--- src/rtl/micro_sequencer.sv ---
// Micro-PC sequencer for the multicycle MIPS control unit.
// Selects the next control state, tracks stalls, exceptions and retires.
module micro_sequencer #(
   parameter logic [4:0] FETCH_STATE = 5'd0,
   parameter logic [4:0] EXC_STATE   = 5'd31,
   parameter logic [7:0] MAX_WAIT    = 8'd200,
   parameter int         CNT_W       = 16
) (
   input  logic             clk,
   input  logic             reset,
   input  logic [1:0]       addr_ctl,
   input  logic [4:0]       next_state_DT1,
   input  logic [4:0]       next_state_DT2,
   input  logic             wait_req,
   input  logic             ext_done,
   input  logic             exc_ack,
   output logic [4:0]       upc,
   output logic [1:0]       exc_cause,
   output logic             instr_retire,
   output logic [CNT_W-1:0] retire_cnt,
   output logic [7:0]       wait_cnt
);

   typedef enum logic [1:0] {
      M_EXC,
      M_STALL,
      M_TIMEOUT,
      M_ADV
   } mode_t;

   localparam logic [1:0] AC_FETCH = 2'b00;
   localparam logic [1:0] AC_DT1   = 2'b01;
   localparam logic [1:0] AC_DT2   = 2'b10;
   localparam logic [1:0] AC_SEQ   = 2'b11;

   localparam logic [1:0] CAUSE_NONE  = 2'b00;
   localparam logic [1:0] CAUSE_UNDEF = 2'b01;
   localparam logic [1:0] CAUSE_TMO   = 2'b10;

   localparam logic [7:0] WAIT_LAST = MAX_WAIT - 8'd1;

   mode_t            mode;
   logic             stall;
   logic [4:0]       tgt;
   logic [4:0]       upc_n;
   logic [1:0]       cause_n;
   logic             ret_n;
   logic [CNT_W-1:0] rcnt_n;
   logic [7:0]       wcnt_n;

   assign stall = wait_req & ~ext_done;

   always_comb begin
      tgt = FETCH_STATE;
      unique case (addr_ctl)
         AC_FETCH: tgt = FETCH_STATE;
         AC_DT1:   tgt = next_state_DT1;
         AC_DT2:   tgt = next_state_DT2;
         AC_SEQ:   tgt = upc + 5'd1;
      endcase
   end

   always_comb begin
      mode = M_ADV;
      if (upc == EXC_STATE)
         mode = M_EXC;
      else if (stall && wait_cnt >= WAIT_LAST)
         mode = M_TIMEOUT;
      else if (stall)
         mode = M_STALL;
   end

   always_comb begin
      upc_n   = upc;
      cause_n = exc_cause;
      ret_n   = 1'b0;
      rcnt_n  = retire_cnt;
      wcnt_n  = wait_cnt;
      unique case (mode)
         M_EXC: begin
            wcnt_n = '0;
            if (exc_ack) begin
               upc_n   = FETCH_STATE;
               cause_n = CAUSE_NONE;
            end
         end
         M_STALL: begin
            wcnt_n = wait_cnt + 8'd1;
         end
         M_TIMEOUT: begin
            upc_n   = EXC_STATE;
            cause_n = CAUSE_TMO;
            wcnt_n  = '0;
         end
         M_ADV: begin
            wcnt_n = '0;
            upc_n  = tgt;
            // A fetch retires; any path landing on EXC_STATE is undefined
            if (addr_ctl == AC_FETCH) begin
               ret_n  = 1'b1;
               rcnt_n = retire_cnt + 1'b1;
            end else if (tgt == EXC_STATE) begin
               cause_n = CAUSE_UNDEF;
            end
         end
      endcase
   end

   always_ff @(posedge clk) begin
      if (reset) begin
         upc          <= FETCH_STATE;
         exc_cause    <= CAUSE_NONE;
         instr_retire <= 1'b0;
         retire_cnt   <= '0;
         wait_cnt     <= '0;
      end else begin
         upc          <= upc_n;
         exc_cause    <= cause_n;
         instr_retire <= ret_n;
         retire_cnt   <= rcnt_n;
         wait_cnt     <= wcnt_n;
      end
   end

endmodule
--- config.mk ---
export PLATFORM = sky130hd
export DESIGN_NAME = micro_sequencer
export DESIGN_NICKNAME = d
export VERILOG_FILES = /design/src/rtl/micro_sequencer.sv
export SDC_FILE = /design/constraint.sdc
export NUM_CORES = 1
export LEC_CHECK = 0
export ABC_AREA = 1
export CAP_MARGIN = 15
export CORE_AREA = 4 4 81 83
export DETAILED_ROUTE_END_ITERATION = 7
export DIE_AREA = 0 0 85 87
export GPL_ROUTABILITY_DRIVEN = 0
export SETUP_SLACK_MARGIN = 0.3
export SYNTH_ARGS = -nofsm -noshare
export SYNTH_HDL_FRONTEND = slang
export SYNTH_SLANG_ARGS = --single-unit
--- constraint.sdc ---
create_clock -name clk -period 4.7 [get_ports clk]
set_input_delay 0.47 -clock clk [delete_from_list [all_inputs] [get_ports clk]]
set_output_delay 0.47 -clock clk [all_outputs]
set_load 0.01 [all_outputs]
==> results.sh, run 1 <==
export IMPL_antenna_found_initial=0
export IMPL_num_antenna_cells=0
export IMPL_most_common_layout_cells="nand2_1, clkdlybuf4s50_1, dfxtp_1, inv_1"
export IMPL_path_class="register to register"
export IMPL_chipWidth_um=85
export IMPL_netlist_area_sq_um=1720
export IMPL_grtUsageMet3_pct=2.74
export IMPL_cts_htree_levels=2
export IMPL_routedWlPerCell_um=11.5
export IMPL_postSynthAreaPerCell_sq_um=7.05
export IMPL_setup_slack_ns=2.36
export IMPL_crit_top_cell="nor2_1"
export IMPL_cp_max_fo=13
export IMPL_grt_use_met2_pct=20.6
export IMPL_finalHoldViolations=0
export IMPL_clk_pin_slew_ns=0.06
export IMPL_grt_busiest_layer="met2"
export IMPL_cp_num_buf_inv=1
export IMPL_ant_nets=0
export IMPL_layout_cells_most_common="nand2_1"
export IMPL_clk_latency_ns=0.28
export IMPL_finalWirelength_um=4260
export IMPL_setup_viol=0
export IMPL_fin_crit_sh_pct=49.8
export IMPL_cp_arrival_ns=2.50
export IMPL_nets=316
export IMPL_worstPathCellList="ha_1 -> nand2_1 -> nor2_1 -> ha_1 -> inv_2 -> nand4_1 -> nor2_1 -> nand4_1 -> o21ai_0 -> nor2_1"
export IMPL_slew_headroom_pct=57.1
export IMPL_initial_core_util_pct=29.4
export IMPL_grt_pass1_wl_um=7370
export IMPL_power_per_cell_area_nw_per_um2=227
export IMPL_fin_crit_ns=2.34
export IMPL_io_buffer_count=48
export IMPL_cts_hold_buf=0
export IMPL_slew_viol_final=0
export IMPL_clock_path_buffers=2
export IMPL_max_slew_worst_pin_slew_ns=0.642
export IMPL_critPathRequiredTime_ns=4.86
export IMPL_max_cap_violations=0
export IMPL_ir_worst_vdd_mv=0.116
export IMPL_vias_per_cell=4.62
export IMPL_grt_max_degree=18
export IMPL_first_pass_iters=4
export IMPL_ys_async_sr_fraction_pct=0
export IMPL_syn_inst=244
export IMPL_cts_sinks=32
export IMPL_pin_count=49
export IMPL_clock_fmax_mhz=427
export IMPL_core_area_sq_um=5850
export IMPL_post_route_util_pct=40.1
export IMPL_drc=0
export IMPL_min_path_type="register to register"
export IMPL_p_leak_nw=0.866
export IMPL_cts_resized=0
export IMPL_ys_warn_count=0
export IMPL_critPathTopFamily="simple AND/OR/NAND/NOR gates"
export IMPL_crit_path_end_kind="register"
export IMPL_synth_cell_types=30
export IMPL_synth_edff_count=0
export IMPL_grtUsageTotal_pct=12.2
export IMPL_post_cts_buffers=0
export IMPL_slowest_stage="nand4_1"
export IMPL_cts_tree="done"
export IMPL_cp_start_kind="register"
export IMPL_rsz0062_at_grt="no"
export IMPL_use_met1_pct=14.5
export IMPL_route_vias_total=1709
export IMPL_final_layout_size_suffix_gt1_share_pct=9.83
export IMPL_rows=28
export IMPL_ys_ff_latch=32
export IMPL_die_area_sq_um=7400
export IMPL_die_y_um=87
export IMPL_ys_flop_type="dfxtp_1"
export IMPL_grt_pass1_vias=1678
export IMPL_place_ws_ns=2.28
export IMPL_status="complete, no violations"
export IMPL_drt_iter0_markers=98
export IMPL_skew_ns=0.00702
export IMPL_area_growth_pct=36.6
export IMPL_yosysSeqAreaShare_pct=37.3
export IMPL_max_stage_delay_ns=0.49
export IMPL_grt_overflow=0
export IMPL_cts_root_buf="clkbuf_8"
export IMPL_syn_nets=265
export IMPL_dp_hpwl_um=3390
export IMPL_fin_tns_setup_ns=0
export IMPL_cts_buffers_inserted=5
registers in the layout, indices dropped and copies added, names as in the netlist:
register,count
retire_cnt,16
wait_cnt,8
upc,5
exc_cause,2
instr_retire,1
worst register-to-register path, cell delays in order, from the launching register on:
cell	delay [ns]
dfxtp_1	0.36
ha_1	0.23
nand2_1	0.09
nor2_1	0.05
ha_1	0.21
inv_2	0.13
nand4_1	0.49
nor2_1	0.30
nand4_1	0.13
o21ai_0	0.18
nor2_1	0.05
metal layers:
layer | share of wire (%) | wire, um
met5 | 0 | 0
met4 | 2.1 | 91
met3 | 3.2 | 135
met2 | 49 | 2090
met1 | 46 | 1940
final cells by class:
| cell class | instances | area [sq um] |
|---|---|---|
| clock buffer | 6 | 72.6 |
| clock inverter | 1 | 5.00 |
| fill | 597 | 3500 |
| inverter | 33 | 124 |
| multi-input combinational | 175 | 932 |
| sequential | 32 | 641 |
| tap | 75 | 93.8 |
| timing repair buffer | 48 | 480 |
synthesized netlist by cell type (all sizes together), types with 4 or more instances:
cell / n / area (sq um)
nand2: 59 / 234
nand4: 7 / 56.3
xor2: 7 / 61.3
o21ai: 7 / 35.0
nand3: 25 / 140
nor2: 27 / 119
dfxtp: 32 / 641
nor3: 10 / 60.1
a21oi: 17 / 88.8
a31oi: 5 / 31.3
ha: 4 / 50.1
inv: 33 / 124
report_power, final:
part	internal (mW)	leakage, nW	switching [mW]
logic	0.0291	0.566	0.0312
clock network	0.100	0.0410	0.0918
registers	0.276	0.259	0.00527
logic make-up after synthesis:
kind of cell,Yosys count,synth area share (%)
AOI/OAI and AO/OA,32,10.3
buffers and inverters,37,8.51
DFF,32,37.3
xor gates and xnor gates,9,4.59
adders and majority gates,4,2.91
and+or+nand+nor,130,36.4
worst paths after layout:
kind                              startpoint  cells after the start              to  slack (ns)
worst min register to register  exc_cause[0]                      2    exc_cause[0]        0.45
worst max register to register        upc[0]                     10  retire_cnt[12]        2.36
worst min-delay path            exc_cause[0]                      2    exc_cause[0]        0.45
worst max-delay path                  upc[0]                     10  retire_cnt[12]        2.36
per-stage QoR:
stage | power [mW] | std cells | hold slack, ns | cell area (sq um)
2_1_floorplan | 0.318 | 244 | 0.469 | 1720
3_3_place_gp | 0.348 | 363 | 0.452 | 2270
3_5_place_dp | 0.348 | 363 | 0.450 | 2270
4_1_cts | 0.543 | 370 | 0.459 | 2350
5_1_grt | 0.562 | 370 | 0.491 | 2350
6_report | 0.534 | 370 | 0.454 | 2350
Power figures use the tool's default switching activity.
==> inputs of run 2 (changes only) <==
==> constraint.sdc (replaced) <==
create_clock -name clk -period 2.1 [get_ports clk]
set_input_delay 0.21 -clock clk [delete_from_list [all_inputs] [get_ports clk]]
set_output_delay 0.21 -clock clk [all_outputs]
set_load 0.01 [all_outputs]
==> run 2 against run 1 <==
Effect of this change: first-iteration DRC count down 30%; worst setup slack worse by 2.0 ns; flip-flop and latch count unchanged; core utilization up 2.1 points; fmax up 35%; clock-buffer cell count up 1; via count up 2.5%; non-clock buffer count up 9; register-to-register slack worse by 2.0 ns; worst hold slack better by 0.0046 ns; highest routed layer unchanged.
==> results.sh, run 2 (synthesis gave the netlist of run 1 again) <==
export IMPL_cp_depth=12
export IMPL_finalWirelength_um=4460
export IMPL_dp_hpwl_um=3450
export IMPL_first_pass_iters=5
export IMPL_nets=325
export IMPL_grt_pass1_wl_um=7450
export IMPL_clkPwrFrac_pct=39.7
export IMPL_power_total_mw=1.30
export IMPL_clk_pin_slew_ns=0.06
export IMPL_max_cap_violations=0
export IMPL_finalHoldViolations=0
export IMPL_cp_num_buf_inv=2
export IMPL_area_growth_pct=43.8
export IMPL_crit_path_end="exc_cause[1]"
export IMPL_place_area_sq_um=2310
export IMPL_top_register="retire_cnt"
export IMPL_design_area_sq_um=2470
export IMPL_reg_largest_list="retire_cnt (16), wait_cnt (8), upc (5)"
export IMPL_cts_htree_levels=2
export IMPL_die_y_um=87
export IMPL_num_antenna_cells=0
export IMPL_core_area_sq_um=5850
export IMPL_slowest_stage="dfxtp_2"
export IMPL_cp_start_kind="register"
export IMPL_largest_register_ffs=16
export IMPL_p_leak_nw=0.917
export IMPL_min_path_type="register to register"
export IMPL_intPower_uw=986
export IMPL_critPathTopFamily="simple AND/OR/NAND/NOR gates"
export IMPL_timing_rr_end="exc_cause[1]"
export IMPL_skew_ns=0.00379
export IMPL_r2r_cells=12
export IMPL_drc=0
export IMPL_io_buffer_count=48
export IMPL_fin_tns_setup_ns=0
export IMPL_cts_buffers_inserted=5
export IMPL_route_vias_total=1751
export IMPL_pin_count=49
export IMPL_clock_path_buffers=2
export IMPL_fillers=591
export IMPL_chipWidth_um=85
export IMPL_setup_slack_ns=0.367
export IMPL_stdcell_count=379
export IMPL_worstPathCellList="ha_4 -> nand2_2 -> nor2_2 -> ha_2 -> inv_4 -> nand2_4 -> inv_2 -> a21oi_2 -> nand2_2 -> a21boi_1 -> nand2_1 -> a21oi_1"
export IMPL_place_inst=368
export IMPL_grt_overflow=0
export IMPL_rsz0062_at_grt="yes"
export IMPL_combPwrFrac_pct=11.9
export IMPL_ir_worst_vdd_mv=0.241
export IMPL_power_per_cell_area_nw_per_um2=525
export IMPL_layout_cells_most_common="nand2_1"
export IMPL_post_route_util_pct=42.3
export IMPL_grt_max_degree=17
export IMPL_cp_max_fo=7
export IMPL_final_layout_size_suffix_gt1_share_pct=15.1
export IMPL_switching_share_pct=24.0
export IMPL_slew_headroom_pct=81.3
export IMPL_regToRegSetupSlack_ns=0.37
export IMPL_rows=28
export IMPL_path_class="register to register"
export IMPL_critPathRequiredTime_ns=2.31
export IMPL_max_stage_delay_ns=0.36
export IMPL_place_ws_ns=0.183
export IMPL_switchingPower_uw=311
export IMPL_cp_arrival_ns=1.94
export IMPL_max_slew_worst_pin_slew_ns=0.280
export IMPL_initial_core_util_pct=29.4
export IMPL_crit_top_cell="nand2_2"
export IMPL_most_common_layout_cells="nand2_1, clkdlybuf4s50_1, dfxtp_1, inv_1"
export IMPL_cts_sinks=32
export IMPL_cts_root_buf="clkbuf_8"
export IMPL_clk_latency_ns=0.28
export IMPL_vias_per_cell=4.62
export IMPL_die_area_sq_um=7400
export IMPL_clock_fmax_mhz=577
export IMPL_ant_nets=0
export IMPL_crit_path_end_kind="register"
export IMPL_routedWlPerCell_um=11.8
export IMPL_setup_viol=0
export IMPL_seq_power_share_pct=48.5
export IMPL_fin_crit_sh_pct=82.5
export IMPL_status="complete, no violations"
export IMPL_fin_crit_ns=1.73
export IMPL_grtUsageTotal_pct=12.4
export IMPL_r2r_start="upc[1]"
export IMPL_cp_startpoint="upc[1]"
export IMPL_whs_ns=0.458
export IMPL_grt_pass1_vias=1594
export IMPL_slew_viol_final=0
export IMPL_drt_iter0_markers=69
export IMPL_antenna_found_initial=0
export IMPL_cts_tree="done"
## run 2: changes by cell type in the layout (fill, tap and decap cells not counted), sizes merged
cell and change:
clkbuf +1, clkinv -1, buf +9
## run 2: cell type report
type / count / area (sq um) / share of cell area, %
Multi-Input combinational cell: 175 / 962 / 38.9
Sequential cell: 32 / 643 / 26.0
Timing Repair Buffer: 57 / 548 / 22.2
Inverter: 33 / 129 / 5.21
Clock buffer: 7 / 96.3 / 3.90
Tap cell: 75 / 93.8 / 3.80
## run 2: how the worst min path moves through the flow
stage,end,from,depth (start not counted)
floorplan,wait_cnt[0],wait_cnt[0],1
global placement,exc_cause[0],exc_cause[0],2
detailed placement,exc_cause[0],exc_cause[0],2
CTS,exc_cause[0],exc_cause[0],2
global route,exc_cause[0],exc_cause[0],2
finish,exc_cause[0],exc_cause[0],2
## run 2: timing repair
| item | in CTS | in global routing |
|---|---|---|
| setup buffers | 2 | 2 |
| setup endpoints to repair | 25 | 29 |
| pin swaps | 4 | 5 |
| resized for setup | 5 | 10 |
| hold buffers | 0 | 0 |
## run 2: worst reg2reg max path: stages (launching register included)
cell and delay [ns]:
dfxtp_2 0.36, ha_4 0.14, nand2_2 0.06, nor2_2 0.09, ha_2 0.22, inv_4 0.06, nand2_4 0.11, inv_2 0.08
a21oi_2 0.12, nand2_2 0.11, a21boi_1 0.14, nand2_1 0.06, a21oi_1 0.12
## run 2: per-layer routing
layer / global-route usage [%] / vias to the layer above / wire (um)
met2: 21.5 / 28 / 2170
met1: 15.2 / 799 / 2060
met5: 0 / - / 0
met3: 3.03 / 5 / 162
met4: 3.88 / 0 / 65
li1: - / 919 / -
## run 2: power groups by stage
stage | logic, mW | clock network, mW | registers, mW
4_1_cts | 0.151 | 0.532 | 0.627
3_5_place_dp | 0.146 | 0 | 0.641
6_report | 0.154 | 0.515 | 0.629
5_1_grt | 0.170 | 0.558 | 0.630
2_1_floorplan | 0.0656 | 0 | 0.645
3_3_place_gp | 0.147 | 0 | 0.641
